[src/rtl/mem_arb_pkg.sv]
// Shared types for the memory port arbiter.
// FSM state encoding and requester port indices.
package mem_arb_pkg;

  typedef enum logic [1:0] {
    ARB   = 2'd0,
    LOCK0 = 2'd1,
    LOCK1 = 2'd2
  } arb_state_e;

  localparam logic PORT_CORE = 1'b0;
  localparam logic PORT_DBG  = 1'b1;

endpackage

[src/rtl/mem_port_arbiter_if.sv]
// Requester-side bus of the memory port arbiter.
// master = requester (core or loader), slave = arbiter.
interface mem_port_arbiter_if #(
  parameter int ADDR_W = 32,
  parameter int DATA_W = 32
) ();

  logic                req;
  logic                lock;
  logic                we;
  logic [ADDR_W-1:0]   addr;
  logic [DATA_W-1:0]   wdata;
  logic [DATA_W/8-1:0] wstrb;
  logic                gnt;
  logic                rvalid;
  logic [DATA_W-1:0]   rdata;

  modport master (
    output req, lock, we, addr, wdata, wstrb,
    input  gnt, rvalid, rdata
  );

  modport slave (
    input  req, lock, we, addr, wdata, wstrb,
    output gnt, rvalid, rdata
  );

endinterface

[src/rtl/mem_arb_rr_pick.sv]
// Two-way round-robin picker for the memory arbiter.
// On a tie the port that did not win last time is chosen.
module mem_arb_rr_pick (
  input  logic req0,
  input  logic req1,
  input  logic rr_last,
  output logic idx,
  output logic valid
);

  // choose winner index; idx is don't-care when valid=0
  always_comb begin
    valid = req0 | req1;
    idx   = 1'b0;
    unique case (1'b1)
      (req0 & req1):  idx = ~rr_last;
      (req1 & ~req0): idx = 1'b1;
      default:        idx = 1'b0;
    endcase
  end

endmodule

[src/rtl/mem_port_arbiter.sv]
// Round-robin arbiter with lock for the shared memory port.
// Optional perf counters when MEM_ARB_PERF_EN is defined.
module mem_port_arbiter
  import mem_arb_pkg::*;
#(
  parameter int ADDR_W   = 32,
  parameter int DATA_W   = 32,
  parameter int LOCK_MAX = 16
) (
  input  logic                clk,
  input  logic                rst,
  mem_port_arbiter_if.slave   port0,
  mem_port_arbiter_if.slave   port1,
  output logic                mem_en,
  output logic                mem_we,
  output logic [ADDR_W-1:0]   mem_addr,
  output logic [DATA_W-1:0]   mem_wdata,
  output logic [DATA_W/8-1:0] mem_wstrb,
  input  logic [DATA_W-1:0]   mem_rdata
`ifdef MEM_ARB_PERF_EN
  ,
  output logic [31:0]         perf_wait0,
  output logic [31:0]         perf_wait1,
  output logic [31:0]         perf_conflict
`endif
);

  localparam int CW = $clog2(LOCK_MAX + 1);
  localparam logic [CW-1:0] CNT_MAX = CW'(LOCK_MAX);
  localparam logic [CW-1:0] CNT_LAST = CW'(LOCK_MAX - 1);

  arb_state_e    state;
  logic          rr_last;
  logic [CW-1:0] lock_cnt;
  logic [1:0]    rvalid_q;

  logic eff0;
  logic eff1;
  logic pick_idx;
  logic pick_valid;
  logic gnt0;
  logic gnt1;
  logic lock_sel;
  logic forced;
  logic rel0;
  logic rel1;

  // a locked owner hides the other port from the picker
  assign eff0 = port0.req & ~rst & (state != LOCK1);
  assign eff1 = port1.req & ~rst & (state != LOCK0);

  mem_arb_rr_pick u_pick (
    .req0    (eff0),
    .req1    (eff1),
    .rr_last (rr_last),
    .idx     (pick_idx),
    .valid   (pick_valid)
  );

  assign gnt0 = pick_valid & (pick_idx == PORT_CORE);
  assign gnt1 = pick_valid & (pick_idx == PORT_DBG);
  assign port0.gnt = gnt0;
  assign port1.gnt = gnt1;

  assign lock_sel = pick_idx ? port1.lock : port0.lock;

  // lock_cnt is 1 after the first locked grant, so the
  // owner's LOCK_MAX-th cycle is the one that sees CNT_LAST
  assign forced = lock_cnt >= CNT_LAST;

  // in LOCKN a pending reqN is always granted, so only
  // lockN decides a voluntary release
  assign rel0 = (gnt0 & ~port0.lock)
              | (~port0.req & ~port0.lock) | forced;
  assign rel1 = (gnt1 & ~port1.lock)
              | (~port1.req & ~port1.lock) | forced;

  // steer the granted port onto the memory bus
  always_comb begin
    mem_en    = gnt0 | gnt1;
    mem_we    = 1'b0;
    mem_addr  = '0;
    mem_wdata = '0;
    mem_wstrb = '0;
    unique case (1'b1)
      gnt0: begin
        mem_we    = port0.we;
        mem_addr  = port0.addr;
        mem_wdata = port0.wdata;
        mem_wstrb = port0.wstrb;
      end
      gnt1: begin
        mem_we    = port1.we;
        mem_addr  = port1.addr;
        mem_wdata = port1.wdata;
        mem_wstrb = port1.wstrb;
      end
      default: ;
    endcase
  end

  // arbitration FSM, lock counter and read-valid pipeline
  always_ff @(posedge clk) begin
    if (rst) begin
      state    <= ARB;
      rr_last  <= 1'b1;
      lock_cnt <= '0;
      rvalid_q <= '0;
    end else begin
      rvalid_q[0] <= gnt0 & ~port0.we;
      rvalid_q[1] <= gnt1 & ~port1.we;
      if (pick_valid)
        rr_last <= pick_idx;
      unique case (state)
        ARB: begin
          if (pick_valid && lock_sel) begin
            state    <= pick_idx ? LOCK1 : LOCK0;
            lock_cnt <= CW'(1);
          end
        end
        LOCK0: begin
          if (lock_cnt != CNT_MAX)
            lock_cnt <= lock_cnt + CW'(1);
          if (rel0) begin
            state    <= ARB;
            lock_cnt <= '0;
          end
        end
        LOCK1: begin
          if (lock_cnt != CNT_MAX)
            lock_cnt <= lock_cnt + CW'(1);
          if (rel1) begin
            state    <= ARB;
            lock_cnt <= '0;
          end
        end
        default: begin
          state    <= ARB;
          lock_cnt <= '0;
        end
      endcase
    end
  end

  // reset masks rvalid at once so a read granted just
  // before reset never returns data
  assign port0.rvalid = rvalid_q[0] & ~rst;
  assign port1.rvalid = rvalid_q[1] & ~rst;
  assign port0.rdata  = port0.rvalid ? mem_rdata : '0;
  assign port1.rdata  = port1.rvalid ? mem_rdata : '0;

`ifdef MEM_ARB_PERF_EN
  // wait and conflict cycle counters, wrapping
  always_ff @(posedge clk) begin
    if (rst) begin
      perf_wait0    <= '0;
      perf_wait1    <= '0;
      perf_conflict <= '0;
    end else begin
      if (port0.req && !gnt0)
        perf_wait0 <= perf_wait0 + 32'd1;
      if (port1.req && !gnt1)
        perf_wait1 <= perf_wait1 + 32'd1;
      if (port0.req && port1.req)
        perf_conflict <= perf_conflict + 32'd1;
    end
  end
`endif

endmodule

[src/flat_wrapper.sv]
// flat-port wrapper written by rule: the top's interface ports become plain ports
module mem_port_arbiter_flat import mem_arb_pkg::*;
#(
  parameter int ADDR_W   = 32,
  parameter int DATA_W   = 32,
  parameter int LOCK_MAX = 16
)
  (clk, rst, mem_en, mem_we, mem_addr, mem_wdata, mem_wstrb, mem_rdata, port0_req, port0_lock, port0_we, port0_addr, port0_wdata, port0_wstrb, port0_gnt, port0_rvalid, port0_rdata, port1_req, port1_lock, port1_we, port1_addr, port1_wdata, port1_wstrb, port1_gnt, port1_rvalid, port1_rdata);
  mem_port_arbiter_if #(.ADDR_W(ADDR_W), .DATA_W(DATA_W)) port0_i ();
  mem_port_arbiter_if #(.ADDR_W(ADDR_W), .DATA_W(DATA_W)) port1_i ();
  input  logic clk;
  input  logic rst;
  output logic mem_en;
  output logic mem_we;
  output logic [ADDR_W-1:0] mem_addr;
  output logic [DATA_W-1:0] mem_wdata;
  output logic [DATA_W/8-1:0] mem_wstrb;
  input  logic [DATA_W-1:0] mem_rdata;
  input wire logic [$bits(port0_i.req)-1:0] port0_req;
  input wire logic [$bits(port0_i.lock)-1:0] port0_lock;
  input wire logic [$bits(port0_i.we)-1:0] port0_we;
  input wire logic [$bits(port0_i.addr)-1:0] port0_addr;
  input wire logic [$bits(port0_i.wdata)-1:0] port0_wdata;
  input wire logic [$bits(port0_i.wstrb)-1:0] port0_wstrb;
  output wire logic [$bits(port0_i.gnt)-1:0] port0_gnt;
  output wire logic [$bits(port0_i.rvalid)-1:0] port0_rvalid;
  output wire logic [$bits(port0_i.rdata)-1:0] port0_rdata;
  input wire logic [$bits(port1_i.req)-1:0] port1_req;
  input wire logic [$bits(port1_i.lock)-1:0] port1_lock;
  input wire logic [$bits(port1_i.we)-1:0] port1_we;
  input wire logic [$bits(port1_i.addr)-1:0] port1_addr;
  input wire logic [$bits(port1_i.wdata)-1:0] port1_wdata;
  input wire logic [$bits(port1_i.wstrb)-1:0] port1_wstrb;
  output wire logic [$bits(port1_i.gnt)-1:0] port1_gnt;
  output wire logic [$bits(port1_i.rvalid)-1:0] port1_rvalid;
  output wire logic [$bits(port1_i.rdata)-1:0] port1_rdata;
  assign port0_i.req = port0_req;
  assign port0_i.lock = port0_lock;
  assign port0_i.we = port0_we;
  assign port0_i.addr = port0_addr;
  assign port0_i.wdata = port0_wdata;
  assign port0_i.wstrb = port0_wstrb;
  assign port0_gnt = port0_i.gnt;
  assign port0_rvalid = port0_i.rvalid;
  assign port0_rdata = port0_i.rdata;
  assign port1_i.req = port1_req;
  assign port1_i.lock = port1_lock;
  assign port1_i.we = port1_we;
  assign port1_i.addr = port1_addr;
  assign port1_i.wdata = port1_wdata;
  assign port1_i.wstrb = port1_wstrb;
  assign port1_gnt = port1_i.gnt;
  assign port1_rvalid = port1_i.rvalid;
  assign port1_rdata = port1_i.rdata;
  mem_port_arbiter #(.ADDR_W(ADDR_W), .DATA_W(DATA_W), .LOCK_MAX(LOCK_MAX)) u_core (.clk(clk), .rst(rst), .port0(port0_i), .port1(port1_i), .mem_en(mem_en), .mem_we(mem_we), .mem_addr(mem_addr), .mem_wdata(mem_wdata), .mem_wstrb(mem_wstrb), .mem_rdata(mem_rdata));
endmodule
[config.mk]
export PLATFORM = sky130hd
export DESIGN_NAME = mem_port_arbiter_flat
export DESIGN_NICKNAME = d
export VERILOG_FILES = /design/src/rtl/mem_arb_pkg.sv /design/src/rtl/mem_port_arbiter_if.sv /design/src/rtl/mem_arb_rr_pick.sv /design/src/rtl/mem_port_arbiter.sv /design/src/flat_wrapper.sv
export SDC_FILE = /design/constraint.sdc
export NUM_CORES = 1
export LEC_CHECK = 0
export ABC_AREA = 1
export BUFFER_PORTS_ARGS = -buffer_cell sky130_fd_sc_hd__clkbuf_2
export CAP_MARGIN = 10
export CORE_AREA = 3 3 120 122
export CTS_BUF_LIST = sky130_fd_sc_hd__clkbuf_8
export CTS_CLUSTER_SIZE = 16
export DETAILED_ROUTE_END_ITERATION = 8
export DIE_AREA = 0 0 123 125
export SLEW_MARGIN = 20
export SYNTH_ARGS = -nofsm -noshare
export SYNTH_HDL_FRONTEND = slang
export SYNTH_HIERARCHICAL = 1
export SYNTH_SLANG_ARGS = --single-unit
[constraint.sdc]
create_clock -name clk -period 4.3 [get_ports clk]
set_input_delay 0 -clock clk [delete_from_list [all_inputs] [get_ports clk]]
set_output_delay 0 -clock clk [all_outputs]
set_load 0.03 [all_outputs]
Word level (Yosys, flattened, before mapping):

Index checks and enable logic that the tools add are counted.
W data, S select, Z words.

* $add $sub $neg: 1
* $lt $le $gt $ge: 1
* equality and inequality tests: 8
* muxes and demuxes: 18
* bitwise gates (word level): 32
* reductions and logical operators: 3

Operators with widths (count)
* $pmux W32 S2: 2
* $mux W32: 2
* $mux W5: 4
* $and A1 B1 Y1: 16
* $pmux W5 S3: 1
* $not A1 Y1: 10
* $mux W2: 4
* $ne A2 B1 Y1 const B: 4
* $pmux W4 S2: 1
* $or A1 B1 Y1: 6
* $pmux W2 S3: 1
* $add A5 B1 Y5 const B: 1
* $ge A5 B4 Y1 const B: 1
* $ne A5 B5 Y1 const B: 1
* $pmux W1 S2: 2
* $reduce_and A3 Y1: 1
* $eq A2 B1 Y1 const B: 1
* $eq A2 B2 Y1 const B: 1
* $logic_not A2 Y1: 1
* $ne A2 B2 Y1 const B: 1
* $logic_and A1 B1 Y1: 1
* $mux W1: 1

* bits in registers: 10
* input port bits: 176
* output and inout port bits: 138
* word-level logic and storage cells: 67

Depth between registers and ports, before layout:

* depth in word-level cells: 13
* gate-level depth with buffers: 13
* mapped depth without buffers: 13

Cells and area by module:

The synthesis kept the hierarchy.

By module, submodules not included
* mem_port_arbiter: times used 1, cells each 284, area each 1681.6 µm², seq. area each 200.2 µm²
* mem_arb_rr_pick: times used 1, cells each 3, area each 15.0 µm², seq. area each 0.0 µm²

Worst setup path after synthesis:

Ideal clock, no wire load.

* path type: flip-flop to output port
* from: reg u_core.state[0]
* to: out mem_addr[22]
* arrival: 1.942 ns
* required time: 4.300 ns
* path slack: 2.358 ns
* stages on the path, launching flop included: 10
* buffers on the path: 1
* cells stage by stage: dfxtp_1 > inv_1 > nor2_1 > nor3_1 > inv_1 > a21oi_1 > nand2_1 > inv_2 > buf_2 > a22o_1

* elaborated cells between the ends (all ways): 13
* classes of those cells: eq/ne (2); mux (2); bitwise (9)

RTL lines
* start: declaration: line mem_port_arbiter.sv:32 `arb_state_e state;`
* start signal: assignment: line mem_port_arbiter.sv:117 `state <= pick_idx ? LOCK1 : LOCK0;`
* $ne A2 B1 Y1 *: line mem_port_arbiter.sv:50 `assign eff1 = port1.req & ~rst & (state != LOCK0);`
* $and A1 B1 Y1 *: line mem_port_arbiter.sv:50
* net u_core.eff1: line mem_port_arbiter.sv:38 `logic eff1;`
* $and A1 B1 Y1, on equally long branches: line mem_arb_rr_pick.sv:17, mem_arb_rr_pick.sv:16
* $pmux W1 S2 *: line mem_arb_rr_pick.sv:15 `unique case (1'b1)`
* net u_core.pick_idx: line mem_port_arbiter.sv:39 `logic pick_idx;`
* $and A1 B1 Y1 *: line mem_port_arbiter.sv:61 `assign gnt1 = pick_valid & (pick_idx == PORT_DBG);`
* net port1_gnt: line flat_wrapper.sv:34 `output wire logic [$bits(port1_i.gnt)-1:0] port1_gnt;`
* $pmux W32 S2 *: line mem_port_arbiter.sv:85 `unique case (1'b1)`
* end: declaration: line flat_wrapper.sv:15 `output logic [ADDR_W-1:0] mem_addr;`

The timed path passes the listed nets; every way through them passes the cells marked *.

Worst setup path in the final report:

* from: reg u_core.state[0]
* to: out mem_addr[26]

* elaborated cells between the ends (all ways): 13
* classes of those cells: eq/ne (2); mux (2); bitwise (9)

RTL lines
* $ne A2 B1 Y1 *: line mem_port_arbiter.sv:50
* $and A1 B1 Y1 *: line mem_port_arbiter.sv:50
* net u_core.eff1: line mem_port_arbiter.sv:38
* $and A1 B1 Y1, on equally long branches: line mem_arb_rr_pick.sv:17, mem_arb_rr_pick.sv:16
* $pmux W1 S2 *: line mem_arb_rr_pick.sv:15
* net u_core.pick_idx: line mem_port_arbiter.sv:39
* $not A1 Y1: line mem_port_arbiter.sv:60 `assign gnt0 = pick_valid & (pick_idx == PORT_CORE);`
* $and A1 B1 Y1: line mem_port_arbiter.sv:60
* $pmux W32 S2 *: line mem_port_arbiter.sv:85

Marks and branches as above.

==> impl_metrics.json <==
{
  "nets": 767,
  "fin_tns_setup_ns": 0,
  "synthCells": 287,
  "p_sw_mw": 0.5342,
  "fp.dieH_um": 125,
  "drv_slew": 0,
  "crit_path_max_incr_delay_ns": 0.49,
  "p_seq_share_pct": 12.2,
  "dominantRegCellSynth": "dfxtp_1",
  "clock.fmax_ghz": 0.3460,
  "syn_to_final_growth_pct": 105.0,
  "cts_tree": "done",
  "yosysUniqueCellTypes": 23,
  "fin_util_pct": 26.16,
  "yosysTopAreaCell": "a22o_1",
  "maxCapViolations": 0,
  "grt_max_degree": 71,
  "h-tree-depth": 1,
  "rsz0062_at_grt": "false",
  "switching_share_pct": 55.38,
  "cp-end-kind": "output port",
  "grt_pass1_wl_um": 15080,
  "yosys_warnings": 6,
  "wl_per_cell_um": 13.99,
  "wirelength_um": 10690,
  "slew_headroom_pct": 53.33,
  "crit_chain": "inv_1 > nor2_1 > nor3_1 > inv_1 > a21oi_1 > nand2_1 > inv_2 > buf_4 > a22o_1 > clkbuf_2",
  "drive_above_1_share_pct": 56.22,
  "setup-violations-final": 0,
  "die_w_um": 123,
  "clock_latency_ns": 0.24,
  "path_max_fanout": 35,
  "worst_pin_slew_ns": 0.7000,
  "cp.required_ns": 4.30,
  "cts_resized": 0,
  "critPathBufInv": 5,
  "dr.pass1.iters": 4,
  "final_hold_viol_count": 0,
  "reg2reg_from": "u_core/state[0]",
  "status": "completed",
  "power.density_nw_per_um2": 277.3,
  "synth_edf_count": 0,
  "start_kind": "register",
  "syn_avg_cell_area_sq_um": 5.912,
  "hpwl_um": 9434,
  "core_area_sq_um": 13300,
  "cts_setup_buffers": 0,
  "crit_type": "register to output port",
  "row_count": 42,
  "p_int_mw": 0.4304,
  "ctsRootBufferMaster": "clkbuf_8",
  "fin_hold_ws_ns": 0.04233,
  "comb_power_share_pct": 75.4,
  "io_buffers": 313,
  "grtUsageTotal_pct": 12.33,
  "fin_area_sq_um": 3478,
  "netlist_top_cells_area": "a22o_1 (36%), nor2_1 (15%), dfxtp_1 (12%), inv_1 (12%), nand2_1 (5.3%)",
  "ant_nets": 0,
  "ys_ff_latch": 10,
  "gp_congestion": 0.8786,
  "synth_top_cell_area_share_pct": 35.62,
  "num_vias": 3169,
  "ios": 314,
  "vdd_drop_max_uv": 151.6,
  "drc": 0,
  "clock_path_buffers": 2,
  "first_global_vias": 2837,
  "postPlaceCellArea_sq_um": 3421,
  "holdBufCountCts": 0,
  "fin_crit_ns": 2.890,
  "cp_top_family": "buffers and inverters",
  "cts.sinks": 10,
  "drt_iter0_markers": 123,
  "grt_antenna_before_repair": 8,
  "vias_per_cell": 4.148,
  "fin_crit_sh_pct": 67.21,
  "async_flop_share_pct": 0,
  "syn_area_sq_um": 1697,
  "cts_buffers": 3,
  "hold_class": "input pin to register",
  "hold_path_startpoint": "port1_we",
  "ys_seq_area_share_pct": 11.80,
  "clk_pin_slew_worst_paths_ns": 0.05,
  "fin_skew_ns": 0.002797,
  "power_frac_clock_pct": 12.4,
  "worstPathArrival_ns": 2.89,
  "crit_start": "u_core/state[0]",
  "synth_nets": 466,
  "gr-total-overflow": 0,
  "initial_core_util_pct": 12.76,
  "p_leak_nw": 2.319,
  "n_fill_cell": 1506,
  "crit_slowest_cell": "inv_2",
  "cp_common_cell": "inv_1",
  "die_area_sq_um": 15380
}
kinds of logic after synthesis:
family	share of synthesized area, %
simple gates	28.61
buf+inv	18.29
fa+ha+maj	2.213
flops	11.80
compound gates	39.09
cell usage in the layout (no fill, tap or decap), types with 3 or more instances in the layout:
cell      Yosys  layout
clkbuf_8      0       4
nand2_1      24      24
a21oi_1       7       7
a22o_1       69      69
ha_1          3       3
nor2_1       70      70
inv_2         3       3
inv_1        53      53
nor3_1        4       4
clkbuf_2      0     313
dfxtp_1      10      10
buf_4         0       5
nand3_1       8       8
cell usage after synthesis (4+ instances only):
cell / n
buf_2: 14
a22o_1: 69
inv_1: 53
dfxtp_1: 10
a21oi_1: 7
nor2_1: 70
nor3_1: 4
nand2_1: 24
buf_1: 5
nand3_1: 8
worst paths after layout:
| kind | to | slack (ns) | depth (start not counted) |
|---|---|---|---|
| max reg2reg | u_core/lock_cnt[3] | 2.21 | 11 |
| min reg2reg | u_core/rr_last | 0.48 | 2 |
| min | u_core/rvalid_q[1] | 0.04 | 2 |
| max | mem_addr[26] | 1.41 | 10 |
layout make-up:
class	instances	area (sq um)	area share [%]
timing repair buffer	318	1604	46.12
tap	176	220.2	6.331
antenna	1	2.502	0.07194
sequential	10	200.2	5.755
clock buffer	4	55.05	1.583
multi-input combinational	199	1186	34.10
inverter	56	210.2	6.043
power groups by stage:
stage	sequential (mW)	combinational [mW]	clock, mW
5_1_grt	0.121	0.786	0.127
4_1_cts	0.118	0.732	0.122
6_report	0.118	0.728	0.119
2_1_floorplan	0.117	0.496	0
3_3_place_gp	0.119	0.727	0
3_5_place_dp	0.120	0.730	0
per-layer routing:
layer	part of all wire (%)	wire (um)	GRT usage, %	vias to the layer above
met3	14	1547	5.827	26
li1	-	-	-	1558
met2	47	5050	21.68	194
met1	37	3913	13.70	1377
met4	0.97	104	1.954	14
met5	0.65	69	0	-
sequential cells by signal (all words and copies together) (netlist names):
signal,cells
u_core/rr_last,1
u_core/rvalid_q,2
u_core/state,2
u_core/lock_cnt,5
metrics by stage:
stage | instances | power [mW] | worst slack (ns)
after floorplan | 287 | 0.6136 | 2.358
after global placement | 759 | 0.8464 | 1.746
after detailed placement | 759 | 0.8496 | 1.656
after CTS | 763 | 0.9715 | 1.387
after global routing | 764 | 1.035 | 1.041
final | 764 | 0.9646 | 1.410
No activity file was read; power rests on OpenSTA's default activity.
